**src/rtl/can_fc_pkg.sv**
```systemverilog
// can_fc_pkg: shared encodings and thresholds for CAN fault confinement
// Exports: err_state_e (ERR_STATE encoding), req_state_e (request FSM states),
//          counter thresholds (passive 127, bus-off 256) and the 119 REC reload.
package can_fc_pkg;
   typedef enum logic [1:0] {ES_ACTIVE = 2'b00, ES_PASSIVE = 2'b01, ES_BUSOFF = 2'b10} err_state_e;
   typedef enum logic [1:0] {ST_IDLE, ST_REQ, ST_WAIT, ST_DRAIN} req_state_e;
   localparam logic [8:0] TEC_BUSOFF  = 9'd256;
   localparam logic [8:0] TEC_CLAMP   = 9'd248;
   localparam logic [8:0] TEC_PASSIVE = 9'd127;
   localparam logic [7:0] REC_PASSIVE = 8'd127;
   localparam logic [7:0] REC_RELOAD  = 8'd119;
endpackage

```
**src/rtl/fault_confinement_ctrl_if.sv**
```systemverilog
// fault_confinement_ctrl_if: bus-side strobes and status of the fault confinement block
// master: drives rx, error/OK strobes, tx_mode, ovrld_req, f_itmss; reads status.
// slave:  the controller; drives f_ovrld, flag_passive, tec, rec, err_state, bus_off.
interface fault_confinement_ctrl_if;
   import can_fc_pkg::*;
   logic       rx, bit_err, stuff_err, crc_err, form_err, ack_err;
   logic       tx_mode, tx_ok, rx_ok, ovrld_req, f_itmss;
   logic       f_ovrld, flag_passive, bus_off;
   logic [8:0] tec;
   logic [7:0] rec;
   err_state_e err_state;
   modport master (
      output rx, bit_err, stuff_err, crc_err, form_err, ack_err,
      output tx_mode, tx_ok, rx_ok, ovrld_req, f_itmss,
      input  f_ovrld, flag_passive, tec, rec, err_state, bus_off
   );
   modport slave (
      input  rx, bit_err, stuff_err, crc_err, form_err, ack_err,
      input  tx_mode, tx_ok, rx_ok, ovrld_req, f_itmss,
      output f_ovrld, flag_passive, tec, rec, err_state, bus_off
   );
endinterface

```
**src/rtl/busoff_recovery_counter.sv**
```systemverilog
// busoff_recovery_counter: counts runs of IDLE_BITS recessive samples while bus-off
// Ports: sp_i clock, reset_i async reset, en_i (node is bus-off), rx_i bus level,
//        done_o one-cycle pulse on the edge that completes BUSOFF_SEQ runs.
module busoff_recovery_counter #(
   parameter int IDLE_BITS  = 11,
   parameter int BUSOFF_SEQ = 128
) (
   input  logic sp_i,
   input  logic reset_i,
   input  logic en_i,
   input  logic rx_i,
   output logic done_o
);
   localparam int RW = $clog2(IDLE_BITS + 1);
   localparam int SW = $clog2(BUSOFF_SEQ + 1);
   logic [RW-1:0] run_q, run_d;
   logic [SW-1:0] seq_q, seq_d;
   logic          run_last;
   assign run_last = run_q == RW'(IDLE_BITS - 1);
   assign done_o   = en_i & rx_i & run_last & (seq_q == SW'(BUSOFF_SEQ - 1));
   always_comb begin
      // a dominant sample discards the partial run; a completed run bumps the sequence count
      run_d = (!en_i || !rx_i || run_last) ? '0 : run_q + 1'b1;
      seq_d = (!en_i || done_o) ? '0 : (rx_i && run_last) ? seq_q + 1'b1 : seq_q;
   end
   always_ff @(posedge sp_i or posedge reset_i) begin
      if (reset_i) begin
         run_q <= '0;
         seq_q <= '0;
      end else begin
         run_q <= run_d;
         seq_q <= seq_d;
      end
   end
endmodule

```
**src/rtl/fault_confinement_ctrl.sv**
```systemverilog
// fault_confinement_ctrl: CAN TEC/REC bookkeeping, error state and overload/error flag requests
// Ports: sp_i bit-sample-point clock, reset_i async active-high reset,
//        bus (slave modport) carrying strobes in and counters/state/request out.
module fault_confinement_ctrl
   import can_fc_pkg::*;
#(
   parameter int IDLE_BITS  = 11,
   parameter int BUSOFF_SEQ = 128,
   parameter int WAIT_MAX   = 64
) (
   input logic                      sp_i,
   input logic                      reset_i,
   fault_confinement_ctrl_if.slave  bus
);
   localparam int WW = $clog2(WAIT_MAX + 1);
   logic [8:0]    tec_q, tec_d;
   logic [7:0]    rec_q, rec_d;
   err_state_e    es_q, es_d;
   req_state_e    st_q, st_d;
   logic          flag_q, flag_d;
   logic [WW-1:0] wcnt_q, wcnt_d;
   logic          busoff, err, ack_only, req_v, done;
   assign busoff   = es_q == ES_BUSOFF;
   assign err      = ~busoff & (bus.bit_err | bus.stuff_err | bus.crc_err | bus.form_err | bus.ack_err);
   assign ack_only = bus.ack_err & ~(bus.bit_err | bus.stuff_err | bus.crc_err | bus.form_err);
   assign req_v    = err | (bus.ovrld_req & ~busoff);
   busoff_recovery_counter #(.IDLE_BITS(IDLE_BITS), .BUSOFF_SEQ(BUSOFF_SEQ)) u_rec (
      .sp_i   (sp_i),
      .reset_i(reset_i),
      .en_i   (busoff),
      .rx_i   (bus.rx),
      .done_o (done)
   );
   always_comb begin
      tec_d = tec_q;
      rec_d = rec_q;
      if (done) begin
         tec_d = '0;
         rec_d = '0;
      end else if (err) begin
         // a lone ACK error while passive leaves TEC alone
         if (bus.tx_mode)
            tec_d = (ack_only && es_q == ES_PASSIVE) ? tec_q : (tec_q > TEC_CLAMP) ? TEC_BUSOFF : tec_q + 9'd8;
         else
            rec_d = (rec_q == 8'hff) ? rec_q : rec_q + 8'd1;
      end else if (!busoff) begin
         if (bus.tx_ok && tec_q != '0) tec_d = tec_q - 9'd1;
         if (bus.rx_ok) rec_d = (rec_q > REC_PASSIVE) ? REC_RELOAD : (rec_q != '0) ? rec_q - 8'd1 : rec_q;
      end
      // TEC only sits at 256 while bus-off, so the state follows straight from the next counts
      es_d = (tec_d == TEC_BUSOFF) ? ES_BUSOFF :
             (tec_d > TEC_PASSIVE || rec_d > REC_PASSIVE) ? ES_PASSIVE : ES_ACTIVE;
   end
   always_ff @(posedge sp_i or posedge reset_i) begin
      if (reset_i) begin
         tec_q  <= '0;
         rec_q  <= '0;
         es_q   <= ES_ACTIVE;
         st_q   <= ST_IDLE;
         flag_q <= 1'b0;
         wcnt_q <= '0;
      end else begin
         tec_q  <= tec_d;
         rec_q  <= rec_d;
         es_q   <= es_d;
         st_q   <= st_d;
         flag_q <= flag_d;
         wcnt_q <= wcnt_d;
      end
   end
   always_comb begin
      st_d   = st_q;
      flag_d = flag_q;
      wcnt_d = '0;
      if (es_d == ES_BUSOFF) st_d = ST_IDLE;
      else begin
         case (st_q)
            ST_IDLE: if (req_v) begin
               st_d   = ST_REQ;
               flag_d = err && es_d == ES_PASSIVE;
            end
            ST_REQ: st_d = ST_WAIT;
            ST_WAIT: begin
               if (!bus.f_itmss) st_d = ST_DRAIN;
               else if (wcnt_q == WW'(WAIT_MAX - 1)) st_d = ST_IDLE;
               else wcnt_d = wcnt_q + 1'b1;
            end
            ST_DRAIN: st_d = bus.f_itmss ? ST_IDLE : ST_DRAIN;
            default: st_d = ST_IDLE;
         endcase
      end
   end
   always_comb begin
      bus.f_ovrld      = st_q != ST_REQ;
      bus.flag_passive = flag_q;
      bus.tec          = tec_q;
      bus.rec          = rec_q;
      bus.err_state    = es_q;
      bus.bus_off      = busoff;
   end
endmodule

```
**src/flat_wrapper.sv**
```systemverilog
// flat-port wrapper written by rule: the top's interface ports become plain ports
module fault_confinement_ctrl_flat import can_fc_pkg::*;
#(
   parameter int IDLE_BITS  = 11,
   parameter int BUSOFF_SEQ = 128,
   parameter int WAIT_MAX   = 64
)
  (sp_i, reset_i, bus_rx, bus_bit_err, bus_stuff_err, bus_crc_err, bus_form_err, bus_ack_err, bus_tx_mode, bus_tx_ok, bus_rx_ok, bus_ovrld_req, bus_f_itmss, bus_f_ovrld, bus_flag_passive, bus_tec, bus_rec, bus_err_state, bus_bus_off);
  fault_confinement_ctrl_if bus_i ();
  input logic sp_i;
  input logic reset_i;
  input wire logic [$bits(bus_i.rx)-1:0] bus_rx;
  input wire logic [$bits(bus_i.bit_err)-1:0] bus_bit_err;
  input wire logic [$bits(bus_i.stuff_err)-1:0] bus_stuff_err;
  input wire logic [$bits(bus_i.crc_err)-1:0] bus_crc_err;
  input wire logic [$bits(bus_i.form_err)-1:0] bus_form_err;
  input wire logic [$bits(bus_i.ack_err)-1:0] bus_ack_err;
  input wire logic [$bits(bus_i.tx_mode)-1:0] bus_tx_mode;
  input wire logic [$bits(bus_i.tx_ok)-1:0] bus_tx_ok;
  input wire logic [$bits(bus_i.rx_ok)-1:0] bus_rx_ok;
  input wire logic [$bits(bus_i.ovrld_req)-1:0] bus_ovrld_req;
  input wire logic [$bits(bus_i.f_itmss)-1:0] bus_f_itmss;
  output wire logic [$bits(bus_i.f_ovrld)-1:0] bus_f_ovrld;
  output wire logic [$bits(bus_i.flag_passive)-1:0] bus_flag_passive;
  output wire logic [$bits(bus_i.tec)-1:0] bus_tec;
  output wire logic [$bits(bus_i.rec)-1:0] bus_rec;
  output wire logic [$bits(bus_i.err_state)-1:0] bus_err_state;
  output wire logic [$bits(bus_i.bus_off)-1:0] bus_bus_off;
  assign bus_i.rx = bus_rx;
  assign bus_i.bit_err = bus_bit_err;
  assign bus_i.stuff_err = bus_stuff_err;
  assign bus_i.crc_err = bus_crc_err;
  assign bus_i.form_err = bus_form_err;
  assign bus_i.ack_err = bus_ack_err;
  assign bus_i.tx_mode = bus_tx_mode;
  assign bus_i.tx_ok = bus_tx_ok;
  assign bus_i.rx_ok = bus_rx_ok;
  assign bus_i.ovrld_req = bus_ovrld_req;
  assign bus_i.f_itmss = bus_f_itmss;
  assign bus_f_ovrld = bus_i.f_ovrld;
  assign bus_flag_passive = bus_i.flag_passive;
  assign bus_tec = bus_i.tec;
  assign bus_rec = bus_i.rec;
  assign bus_err_state = bus_i.err_state;
  assign bus_bus_off = bus_i.bus_off;
  fault_confinement_ctrl #(.IDLE_BITS(IDLE_BITS), .BUSOFF_SEQ(BUSOFF_SEQ), .WAIT_MAX(WAIT_MAX)) u_core (.sp_i(sp_i), .reset_i(reset_i), .bus(bus_i));
endmodule
```
**config.mk**
```make
export PLATFORM = sky130hd
export DESIGN_NAME = fault_confinement_ctrl_flat
export DESIGN_NICKNAME = d
export VERILOG_FILES = /design/src/rtl/can_fc_pkg.sv /design/src/rtl/fault_confinement_ctrl_if.sv /design/src/rtl/busoff_recovery_counter.sv /design/src/rtl/fault_confinement_ctrl.sv /design/src/flat_wrapper.sv
export SDC_FILE = /design/constraint.sdc
export NUM_CORES = 1
export LEC_CHECK = 0
export CORE_AREA = 3 3 69 71
export DETAILED_ROUTE_END_ITERATION = 12
export DIE_AREA = 0 0 72 74
export DONT_BUFFER_PORTS = 1
export MAX_ROUTING_LAYER = met4
export PLACE_DENSITY = 0.78
export SKIP_CTS_REPAIR_TIMING = 1
export SLEW_MARGIN = 15
export SYNTH_ARGS = -nofsm -noshare
export SYNTH_HDL_FRONTEND = slang
export SYNTH_SLANG_ARGS = --single-unit
```
**constraint.sdc**
```tcl
create_clock -name sp_i -period 3.5 [get_ports sp_i]
set_input_delay 0.525 -clock sp_i [delete_from_list [all_inputs] [get_ports sp_i]]
set_output_delay 0.525 -clock sp_i [all_outputs]
set_load 0.01 [all_outputs]
```
# After elaboration in Yosys (flattened, before gate mapping)
# Index checks and enable logic that the tools add are counted.
[totals]
reg_bits = 41
input_bits = 13
[op_classes]
addsub = 7
n_lt_le_gt_ge = 4
eq_ne = 15
n_mux = 30
bitwise_logic = 14
n_reduce_logical = 16
[op_table]
columns = ["op", "n"]
rows = [
  ["two-way mux 8 bit", 10],
  ["two-way mux 9 bit", 7],
  ["two-way mux 7 bit", 4],
  ["adder 8 x 1 -> 8 bit, second input constant", 2],
  ["greater-than comparator 8 x 7 -> 1 bit, second input constant", 2],
  ["two-way mux 2 bit", 6],
  ["adder 9 x 4 -> 9 bit, second input constant", 1],
  ["== test 9 bit, second input constant", 1],
  ["greater-than comparator 9 x 7 -> 1 bit, second input constant", 1],
  ["greater-than comparator 9 x 8 -> 1 bit, second input constant", 1],
  ["nonzero test 9 bit", 1],
  ["subtractor 9 x 1 -> 9 bit, second input constant", 1],
  ["== test 2 bit, second input constant", 4],
  ["== test 8 x 7 -> 1 bit, second input constant", 1],
  ["== test 8 bit, second input constant", 1],
  ["case mux 2 bit (4 select lines)", 1],
  ["nonzero test 8 bit", 1],
  ["subtractor 8 x 1 -> 8 bit, second input constant", 1],
  ["adder 7 x 1 -> 7 bit, second input constant", 1],
  ["== test 7 x 6 -> 1 bit, second input constant", 1],
  ["AND 1 bit", 6],
  ["== test 2 x 1 -> 1 bit, second input constant", 3],
  ["bitwise OR 1 bit", 5],
  ["adder 4 x 1 -> 4 bit, second input constant", 1],
  ["14 further kinds", 23],
]

# Logic depth before layout (Yosys ltp)
# Gate-level depths: netlist of run 1.
[logic_depth]
word_depth = 17
ltp_mapped = 11

# Modules after synthesis
# A second synthesis of run 1 with hierarchy kept.
[hier_totals]
hier_cells = 304
hier_area_um2 = 2715.1
[modules_own_cells]
columns = ["mod", "n_inst", "cells_each", "area_per_inst_um2", "seq_area_each_um2"]
rows = [
  ["fault_confinement_ctrl", 1, 243, 2078.2, 725.7],
  ["busoff_recovery_counter", 1, 61, 636.9, 300.3],
]

# Least setup slack after synthesis of run 1
# OpenSTA, ideal clock, no wires.
[synth_timing]
path_kind = "reg-to-reg"
start = "reg u_core.tec_q[0] (netlist: u_core.bus.tec[0])"
end = "reg u_core.wcnt_q[3]"
setup_ns = 0.133
t_arrival_ns = 2.385
required_ns = 3.367
path_slack_ns = 0.982
path_stages_with_launch = 12
n_path_buf = 1
synth_period_minus_slack_ns = 2.518
path_cell_list = "dfrtp_1 inv_1 ha_1 or4b_1 o211ai_2 nor2_2 a221o_1 o21ai_2 nand4bb_2 nor3_2 buf_6 nor3_1"
[synth_rtl]
columns = ["element", "line", "rtl"]
rows = [
  ["start, declared", "fault_confinement_ctrl.sv:16", "logic [8:0] tec_q, tec_d;"],
  ["start signal, assigned", "fault_confinement_ctrl.sv:63", "tec_q <= tec_d;"],
  ["adder 9 x 4 -> 9 bit, or another cell as far along", "fault_confinement_ctrl.sv:43", "tec_d = (ack_only && es_q == ES_PASSIVE) ? tec_q : (tec_q > TEC_CLAMP) ? TEC_BUSOFF : tec_q + 9'd8;"],
  ["two-way mux 9 bit or logical AND 1 bit (tied branches)", "fault_confinement_ctrl.sv:43, fault_confinement_ctrl.sv:47", ""],
  ["two-way mux 9 bit, on equally long branches", "fault_confinement_ctrl.sv:43, fault_confinement_ctrl.sv:47", ""],
  ["two-way mux 9 bit, on equally long branches", "fault_confinement_ctrl.sv:42, fault_confinement_ctrl.sv:46", ""],
  ["two-way mux 9 bit *", "fault_confinement_ctrl.sv:40", "end else if (err) begin"],
  ["two-way mux 9 bit *", "fault_confinement_ctrl.sv:37", "if (done) begin"],
  ["== test 9 bit *", "fault_confinement_ctrl.sv:51", "es_d = (tec_d == TEC_BUSOFF) ? ES_BUSOFF :"],
  ["two-way mux 2 bit *", "fault_confinement_ctrl.sv:51", ""],
  ["net u_core.es_d[1]", "fault_confinement_ctrl.sv:18", "err_state_e es_q, es_d;"],
  ["== test 2 bit *", "fault_confinement_ctrl.sv:75", "if (es_d == ES_BUSOFF) st_d = ST_IDLE;"],
  ["two-way mux 7 bit *", "fault_confinement_ctrl.sv:75", ""],
  ["net u_core.wcnt_d[3]", "fault_confinement_ctrl.sv:21", "logic [WW-1:0] wcnt_q, wcnt_d;"],
  ["end signal, assigned", "fault_confinement_ctrl.sv:68", "wcnt_q <= wcnt_d;"],
  ["end, declared", "fault_confinement_ctrl.sv:21", ""],
]
# Mark *: on every way through the listed nets, which the timed path passes. The rest lies on a longest branch.
# A chain may end at the register's enable or synchronous reset.

# Worst setup path after layout of run 1
[layout_timing]
start = "reg u_core.tec_q[0] (netlist: u_core.bus.tec[0])"
end = "reg u_core.flag_q (netlist: u_core.bus.flag_passive)"
[layout_via]
elab_chain_len = 13
[layout_lines]
columns = ["element", "line", "rtl"]
rows = [
  ["adder 9 x 4 -> 9 bit, or another cell as far along", "fault_confinement_ctrl.sv:43", ""],
  ["two-way mux 9 bit or logical AND 1 bit (tied branches)", "fault_confinement_ctrl.sv:43, fault_confinement_ctrl.sv:47", ""],
  ["two-way mux 9 bit, on equally long branches", "fault_confinement_ctrl.sv:43, fault_confinement_ctrl.sv:47", ""],
  ["two-way mux 9 bit, on equally long branches", "fault_confinement_ctrl.sv:42, fault_confinement_ctrl.sv:46", ""],
  ["two-way mux 9 bit *", "fault_confinement_ctrl.sv:40", ""],
  ["two-way mux 9 bit *", "fault_confinement_ctrl.sv:37", ""],
  ["net u_core.tec_d[6]", "fault_confinement_ctrl.sv:16", ""],
  ["greater-than comparator 9 x 7 -> 1 bit", "fault_confinement_ctrl.sv:52", "(tec_d > TEC_PASSIVE || rec_d > REC_PASSIVE) ? ES_PASSIVE : ES_ACTIVE;"],
  ["logical OR 1 bit", "fault_confinement_ctrl.sv:52", ""],
  ["two-way mux 1 bit", "fault_confinement_ctrl.sv:52", ""],
  ["two-way mux 2 bit *", "fault_confinement_ctrl.sv:51", ""],
  ["== test 2 bit", "fault_confinement_ctrl.sv:75", ""],
  ["NOT 1 bit (no line)", "-", ""],
  ["AND reduction 3 bit (no line)", "-", ""],
  ["end signal, assigned", "fault_confinement_ctrl.sv:67", "flag_q <= flag_d;"],
  ["end, declared", "fault_confinement_ctrl.sv:20", "logic flag_q, flag_d;"],
]
# Marks and branches as above.

==> results of run 1 <==
==> critical path, cell delays in order (launching register included) <==
cell       delay, ns
dfrtp_1         0.47
inv_1           0.11
ha_1            0.20
nor4bb_1        0.27
nand4_1         0.26
nor4_1          0.43
o21a_1          0.18
nor3_1          0.05
nand4bb_2       0.33
nor3_2          0.13
buf_4           0.20
o221ai_1        0.14
==> per-layer routing <==
layer	share of wire, %	track usage, %	wire [um]	vias up
li1	-	-	-	1065
met3	12	6.89	679	10
met5	0	-	0	-
met1	43	34.0	2510	1021
met4	1.1	7.93	64	0
met2	45	35.6	2620	103
==> registers in the layout (all words and copies together) (netlist names) <==
| register | flops |
|---|---|
| u_core.st_q | 2 |
| u_core.u_rec.run_q | 4 |
| u_core.wcnt_q | 7 |
| u_core.bus.flag_passive | 1 |
| u_core.bus.err_state | 2 |
| u_core.bus.rec | 8 |
| u_core.u_rec.seq_q | 8 |
| u_core.bus.tec | 9 |
==> through the flow <==
step / area (um2) / hold slack [ns] / worst slack, ns
final: 2820 / 0.240 / 0.596
after global routing: 2820 / 0.281 / 0.325
after CTS: 2820 / 0.252 / 0.598
after detailed placement: 2720 / 0.477 / 0.614
after global placement: 2720 / 0.462 / 0.694
after floorplan: 2650 / 0.441 / 0.982
==> Yosys cell counts, types with 3 or more instances <==
cell type	n	area [um2]
and3_1	5	31.3
dfrtp_1	41	1030
nand2b_1	5	31.3
a211oi_1	7	52.6
nand4_1	7	43.8
or3_1	5	31.3
a31oi_1	4	25.0
nor3_1	13	65.1
xnor2_1	7	61.3
nor2_1	35	131
inv_1	16	60.1
nor2b_1	3	18.8
a21oi_1	12	60.1
o21a_1	3	22.5
nor4_1	3	18.8
xor2_1	12	105
nand3_1	11	55.1
ha_1	11	138
nor3_2	4	40.0
mux2i_1	3	30.0
nand2_1	25	93.8
o21ai_0	5	25.0
==> area by class of cell <==
| class | instances | area [um2] | share of cell area, % |
|---|---|---|---|
| sequential | 41 | 1030 | 36.4 |
| clock inverter | 1 | 5.00 | 0.178 |
| timing repair buffer | 4 | 30.0 | 1.07 |
| inverter | 17 | 63.8 | 2.26 |
| clock buffer | 7 | 96.3 | 3.42 |
| multi-input combinational | 229 | 1530 | 54.4 |
| tap | 52 | 65.1 | 2.31 |
==> worst paths after layout <==
check                                                  from                                  end  slack (ns)  depth (start not counted)
min in group sp_i                               bus_f_itmss           u_core.st_q[0]$_DFFE_PP0P_        0.41                          2
max in group asynchronous                           reset_i           u_core.st_q[0]$_DFFE_PP0P_        2.91                          2
worst min-delay path                                reset_i    u_core.bus.err_state[1]$_DFF_PP0_        0.24                          2
worst max register to register  u_core.bus.tec[0]$_DFF_PP0_  u_core.bus.flag_passive$_DFFE_PP0P_        0.60                         11
worst min register to register   u_core.wcnt_q[0]$_DFF_PP0_           u_core.wcnt_q[0]$_DFF_PP0_        0.48                          1
worst max-delay path            u_core.bus.tec[0]$_DFF_PP0_  u_core.bus.flag_passive$_DFFE_PP0P_        0.60                         11
==> cells by family after synthesis <==
family / synth area share [%]
buffers and inverters: 3.49
multiplexers: 1.13
XOR/XNOR: 6.28
adder cells (fa/ha/maj): 5.19
AO/OA/AOI/OAI: 14.3
AND/OR/NAND/NOR: 30.9
flip-flops: 38.7
==> power breakdown <==
part | total (mW) | switching (mW) | leakage (nW) | internal [mW]
Sequential | 0.859 | 0.274 | 0.527 | 0.586
Clock | 0.348 | 0.169 | 0.0542 | 0.178
Combinational | 0.655 | 0.364 | 0.620 | 0.291
==> out/results.ini, run 1 <==
[run_status]
status=finished clean

[grt]
antenna_found_initial=0
grtUsageTotal_pct=24.8
grt_pass1_wl_um=10100
grt_max_degree=42
grt_overflow=0
grt_pass1_vias=2169

[cells_and_area]
areaGrowthSynthToFinish_pct=6.32
drive_gt1_share_pct=10.7
utilization_pct=65.6
n_fill_cell=373
final_cell_mix=dfrtp_1 (41), nor2_1 (35), nand2_1 (25), inv_1 (16), nor3_1 (13)
nNetsFinal=322
layout.cells.most_common=dfrtp_1
diodes=0
final_cells=351

[worst_setup_path]
cp_max_fo=11
cp.arrival_ns=3.07
critical_path.endpoint_type=register
cp.required_ns=3.67
critPathKind=register to register
startpoint_type=register

[drt]
via_count=2199
drtAntennaViolNets=0
wire_per_inst_um=16.7
wl_um=5870
drtIter0Drc=293
dr.pass1.iters=4
drc_errors=0
vias_per_cell=6.26

[timing]
rsz0062_at_grt=false
slew_headroom_pct=56.8
finalSetupViolations=0
tightest_slew_ns=0.640
setup_tns_ns=0
finalCritPeriodShare_pct=83.0
fin_crit_ns=2.90
fmax_mhz=344
report.final.slew_viol_count=0
clock_skew_ns=0.00968
final-hold-violation-count=0

[logic_synthesis]
synth-edff-count=0
syn-num-nets=316
ys_ff_latch=41
avgSynthCellArea_um2=9.08
ys_warn_count=0
synthDistinctLibCells=65
seq_area_frac_synth_pct=38.7
synth_ff_type=dfrtp_1
synth_cells=292
synth_area_um2=2650
synth_async_sr_flop_share_pct=100

[min_path]
min_path_type=input port to async pin

[placed_design]
dp_cells=343
globalplace.congestion=0.936
dp_hpwl_um=4280
io_buffer_count=0

[die]
die_w_um=72
core-area_um2=4290
initial_core_util_pct=61.7
fp.dieArea_um2=5330
ios=35
rows=24
die_h_um=74

[clock_tree]
numClockSinks=41
cts_tree=yes
path_clk_slew_ns=0.08
h-tree-depth=2
cts-root-buf=clkbuf_8
clkLatencyLatePin_ns=0.30
cts_buffers=5
clk_path_buf_depth=2

[power]
finalPower_mw=1.86
power_density_nw_per_um2=661
vdd_drop_max_v=0.000369
leakage_nw=1.20

[run]
max-cap-violations=0

Power figures use the tool's default switching activity.
==> run 2: changes to the inputs <==
- CORE_AREA: 3 3 69 71 -> 3 3 73 75
- DIE_AREA: 0 0 72 74 -> 0 0 76 78
- PLACE_DENSITY: 0.78 -> 0.73
- clock period: 3.5 -> 2.35 ns (I/O delays scaled with it)
==> out/results.ini, run 2 (same netlist as run 1, synthesis figures left out) <==
[timing]
rsz0062_at_grt=true
finalSetupViolations=12
clock_skew_ns=0.00992
whs_ns=0.225
report.final.slew_viol_count=0
setup_tns_ns=-3.94
fmax_mhz=368
final-hold-violation-count=0
slew_headroom_pct=60.3
fin_ws_ns=-0.366
fin_crit_ns=2.72
tightest_slew_ns=0.581
finalCritPeriodShare_pct=116

[clock_tree]
h-tree-depth=2
cts_tree=yes
clk_path_buf_depth=2
clkLatencyLatePin_ns=0.30
cts-root-buf=clkbuf_8
cts_buffers=5
path_clk_slew_ns=0.08
numClockSinks=41

[grt]
grt_overflow=0
grt_pass1_wl_um=11900
grt_max_degree=16
grt_pass1_vias=2562
grtUsageTotal_pct=25.5
antenna_found_initial=0

[power]
vdd_drop_max_v=0.000762
p_sw_mw=1.46
clkPwrFrac_pct=13.0
swShare_pct=41.8
power_density_nw_per_um2=995
pwr-share-comb_pct=56.6
leakage_nw=1.58
p_int_mw=2.03
p_seq_share_pct=30.4

[worst_setup_path]
path_cells=inv_2, ha_1, nor4bb_4, nand4_1, buf_4, buf_4, o211ai_1, and3_1, o31a_1, nand4bb_4, nor3_4, buf_6, a21oi_1
worstRegToRegCells=13
cp.arrival_ns=2.88
cp_max_fo=4
startpoint_type=register
cpPeakStageDelay_ns=0.41
critPathKind=register to register
cp.required_ns=2.51
cpMostUsedCell=buf_4
critical_path.endpoint_type=register
slowest_stage=dfrtp_2

[cells_and_area]
layout.cells.most_common=buf_4
largest_reg_flops=9
final_cell_area_um2=3510
regArea_um2=1030
diodes=0
final_cell_mix=buf_4 (71), dfrtp_1 (40), nor2_1 (33), nand2_1 (24), inv_1 (14)
n_fill_cell=370
areaGrowthSynthToFinish_pct=32.4
multiInputGateArea_um2=1670
nNetsFinal=393
final_cells=437
drive_gt1_share_pct=33.0

[die]
rows=25
fp.dieArea_um2=5930
die_w_um=76
ios=35
die_h_um=78
core-area_um2=4720
initial_core_util_pct=56.1

[drt]
drc_errors=0
wire_per_inst_um=16.7
via_count=2578
dr.pass1.iters=5
drtAntennaViolNets=0
wl_um=7310
vias_per_cell=5.90
drtIter0Drc=237

[min_path]
hold_depth=2
min_path_type=input port to register

[placed_design]
dp_hpwl_um=5300
place_ws_ns=-0.391
placed_cell_area_um2=3260
io_buffer_count=0
globalplace.congestion=0.926
dp_cells=423

[run]
max-cap-violations=0

[run_status]
status=complete, but fails checks
violations=setup timing

-- run 2: final timing paths --
path                       slack, ns                        start                                 to
max                            -0.37  u_core.bus.tec[0]$_DFF_PP0_         u_core.st_q[1]$_DFFE_PP0P_
min in group asynchronous       0.54                      reset_i  u_core.bus.err_state[0]$_DFF_PP0_
min                             0.22                  bus_f_itmss         u_core.st_q[0]$_DFFE_PP0P_
max reg2reg                    -0.37  u_core.bus.tec[0]$_DFF_PP0_         u_core.st_q[1]$_DFFE_PP0P_
min reg2reg                     0.47   u_core.wcnt_q[0]$_DFF_PP0_         u_core.wcnt_q[0]$_DFF_PP0_
max in group asynchronous       1.19                      reset_i        u_core.bus.rec[1]$_DFF_PP0_
-- run 2: power groups by stage --
stage,Clock (mW),Combinational [mW],Sequential (mW)
after CTS,0.463,1.78,1.04
after detailed placement,0,1.76,1.06
after floorplan,0,0.921,1.15
final,0.456,1.98,1.06
after global routing,0.501,2.17,1.09
after global placement,0,1.73,1.05
-- run 2: through the flow --
| step | utilization [%] | total power [mW] |
|---|---|---|
| after global routing | 74.3 | 3.76 |
| after global placement | 69.0 | 2.77 |
| after CTS | 70.9 | 3.28 |
| after detailed placement | 69.0 | 2.82 |
| final | 74.3 | 3.49 |
| after floorplan | - | 2.08 |
-- run 2: cell type report --
class	instances	share of cell area (%)
multi-input combinational	229	47.6
sequential	41	29.3
timing repair buffer	75	16.4
tap	67	2.39
clock buffer	5	1.96
inverter	17	1.82
clock inverter	3	0.499
-- run 2: worst max-delay path, delay by kind of cell (launching register included) --
family,cells,cell delay [ns]
fa+ha+maj,1,0.21
simple gates,5,1.06
compound gates,3,0.32
buf+inv,4,0.56
flops,1,0.41
-- run 2: layer usage --
| layer | GRT usage (%) | vias to the layer above | part of all wire (%) |
|---|---|---|---|
| li1 | - | 1222 | - |
| met1 | 31.4 | 1225 | 41 |
| met2 | 41.8 | 107 | 49 |
| met3 | 5.34 | 24 | 7.5 |
| met4 | 8.88 | 0 | 2.9 |
| met5 | - | - | 0 |
==> run 3: changes to the inputs <==
- CORE_AREA: 3 3 73 75 -> 3 3 81 68
- DIE_AREA: 0 0 76 78 -> 0 0 84 71
==> out/results.ini, run 3 (same netlist as run 1, synthesis figures left out) <==
[run_status]
status=complete, but fails checks
violations=setup timing

[cells_and_area]
areaGrowthSynthToFinish_pct=30.3
nNetsFinal=385
layout.cells.most_common=buf_4
drive_gt1_share_pct=30.7
largest_reg_flops=9
final_cell_mix=buf_4 (65), dfrtp_1 (40), nor2_1 (35), nand2_1 (25), inv_1 (14)
final_cells=424
diodes=0
n_fill_cell=374
regArea_um2=1030
final_cell_area_um2=3450
multiInputGateArea_um2=1660

[placed_design]
io_buffer_count=0
dp_hpwl_um=5160
place_ws_ns=-0.232
globalplace.congestion=0.961
placed_cell_area_um2=3190
dp_cells=410

[die]
core-area_um2=4860
die_w_um=84
initial_core_util_pct=54.5
rows=23
die_h_um=71
ios=35
fp.dieArea_um2=5960

[timing]
clock_skew_ns=0.00765
whs_ns=0.0786
finalSetupViolations=12
fin_ws_ns=-0.277
report.final.slew_viol_count=0
rsz0062_at_grt=true
finalCritPeriodShare_pct=112
slew_headroom_pct=61.6
final-hold-violation-count=0
setup_tns_ns=-3.01
fin_crit_ns=2.63
fmax_mhz=381
tightest_slew_ns=0.569

[drt]
drtIter0Drc=173
via_count=2490
drtAntennaViolNets=0
vias_per_cell=5.87
wire_per_inst_um=16.7
wl_um=7070
dr.pass1.iters=4
drc_errors=0

[grt]
antenna_found_initial=0
grt_pass1_wl_um=11300
grtUsageTotal_pct=24.2
grt_max_degree=42
grt_overflow=0
grt_pass1_vias=2300

[clock_tree]
numClockSinks=41
cts_buffers=5
path_clk_slew_ns=0.08
clk_path_buf_depth=2
cts_tree=yes
cts-root-buf=clkbuf_8
h-tree-depth=2
clkLatencyLatePin_ns=0.29

[worst_setup_path]
slowest_stage=or4b_4
critical_path.endpoint_type=register
cp_top_family=simple AND/OR/NAND/NOR gates
cp.arrival_ns=2.79
path_cells=inv_2, ha_4, or4b_4, o211ai_4, or3_4, a31oi_1, and2_1, nand4bb_4, nor3_4, buf_6, nor3_1
cp.required_ns=2.51
startpoint_type=register
worst-path-buf-inv=2
cpPeakStageDelay_ns=0.49
critPathKind=register to register
cp_max_fo=5

[power]
leakage_nw=1.55
power_density_nw_per_um2=1020
vdd_drop_max_v=0.000765

[run]
max-cap-violations=0

[min_path]
min_path_type=input port to async pin

## run 3: cell count changes in the layout (fill, tap and decap cells not counted), moves of 2 or more
cell      previous run  this run
nor3_2               6         4
nor2_1              33        35
nor3_1               9        11
buf_4               71        65
clkinv_2             2         0
nor2_2               3         1
## run 3: layout make-up
cell class                      instances  area share [%]
Clock buffer                            6            2.39
Clock inverter                          2            1.09
Inverter                               17            1.85
Multi-Input combinational cell        229            47.9
Sequential cell                        41            29.7
Tap cell                               62            2.25
Timing Repair Buffer                   67            14.8
## run 3: worst paths after layout
check	end	depth (start not counted)	startpoint	slack (ns)
setup / recovery	u_core.wcnt_q[5]$_DFF_PP0_	11	u_core.bus.tec[0]$_DFF_PP0_	-0.28
hold / removal	u_core.u_rec.seq_q[4]$_DFFE_PP0P_	2	reset_i	0.08
setup reg to reg	u_core.wcnt_q[5]$_DFF_PP0_	11	u_core.bus.tec[0]$_DFF_PP0_	-0.28
hold reg to reg	u_core.wcnt_q[0]$_DFF_PP0_	1	u_core.wcnt_q[0]$_DFF_PP0_	0.49
max in group asynchronous	u_core.bus.tec[0]$_DFF_PP0_	2	reset_i	1.89
min in group sp_i	u_core.st_q[0]$_DFFE_PP0P_	2	bus_f_itmss	0.24
## run 3: power by group
group          total, mW  leakage [nW]  internal [mW]  switching [mW]
sequential          1.06         0.526          0.877           0.183
combinational       1.87         0.965          0.889           0.979
clock              0.603        0.0574          0.346           0.257
## run 3: metrics by stage
step                      util (%)  total power [mW]
after global placement        65.7              2.72
final                         71.0              3.53
after detailed placement      65.7              2.75
after CTS                     68.2              3.37
after floorplan                  -              2.08
after global routing          71.0              3.76
## run 3: per-layer routing
layer | routed length [um] | GRT usage, % | part of all wire (%) | vias to the layer above
li1 | - | - | - | 1195
met1 | 3150 | 33.8 | 45 | 1180
met2 | 3260 | 36.5 | 46 | 103
met3 | 556 | 5.36 | 7.9 | 12
met4 | 108 | 5.00 | 1.5 | 0
met5 | 0 | - | 0 | -
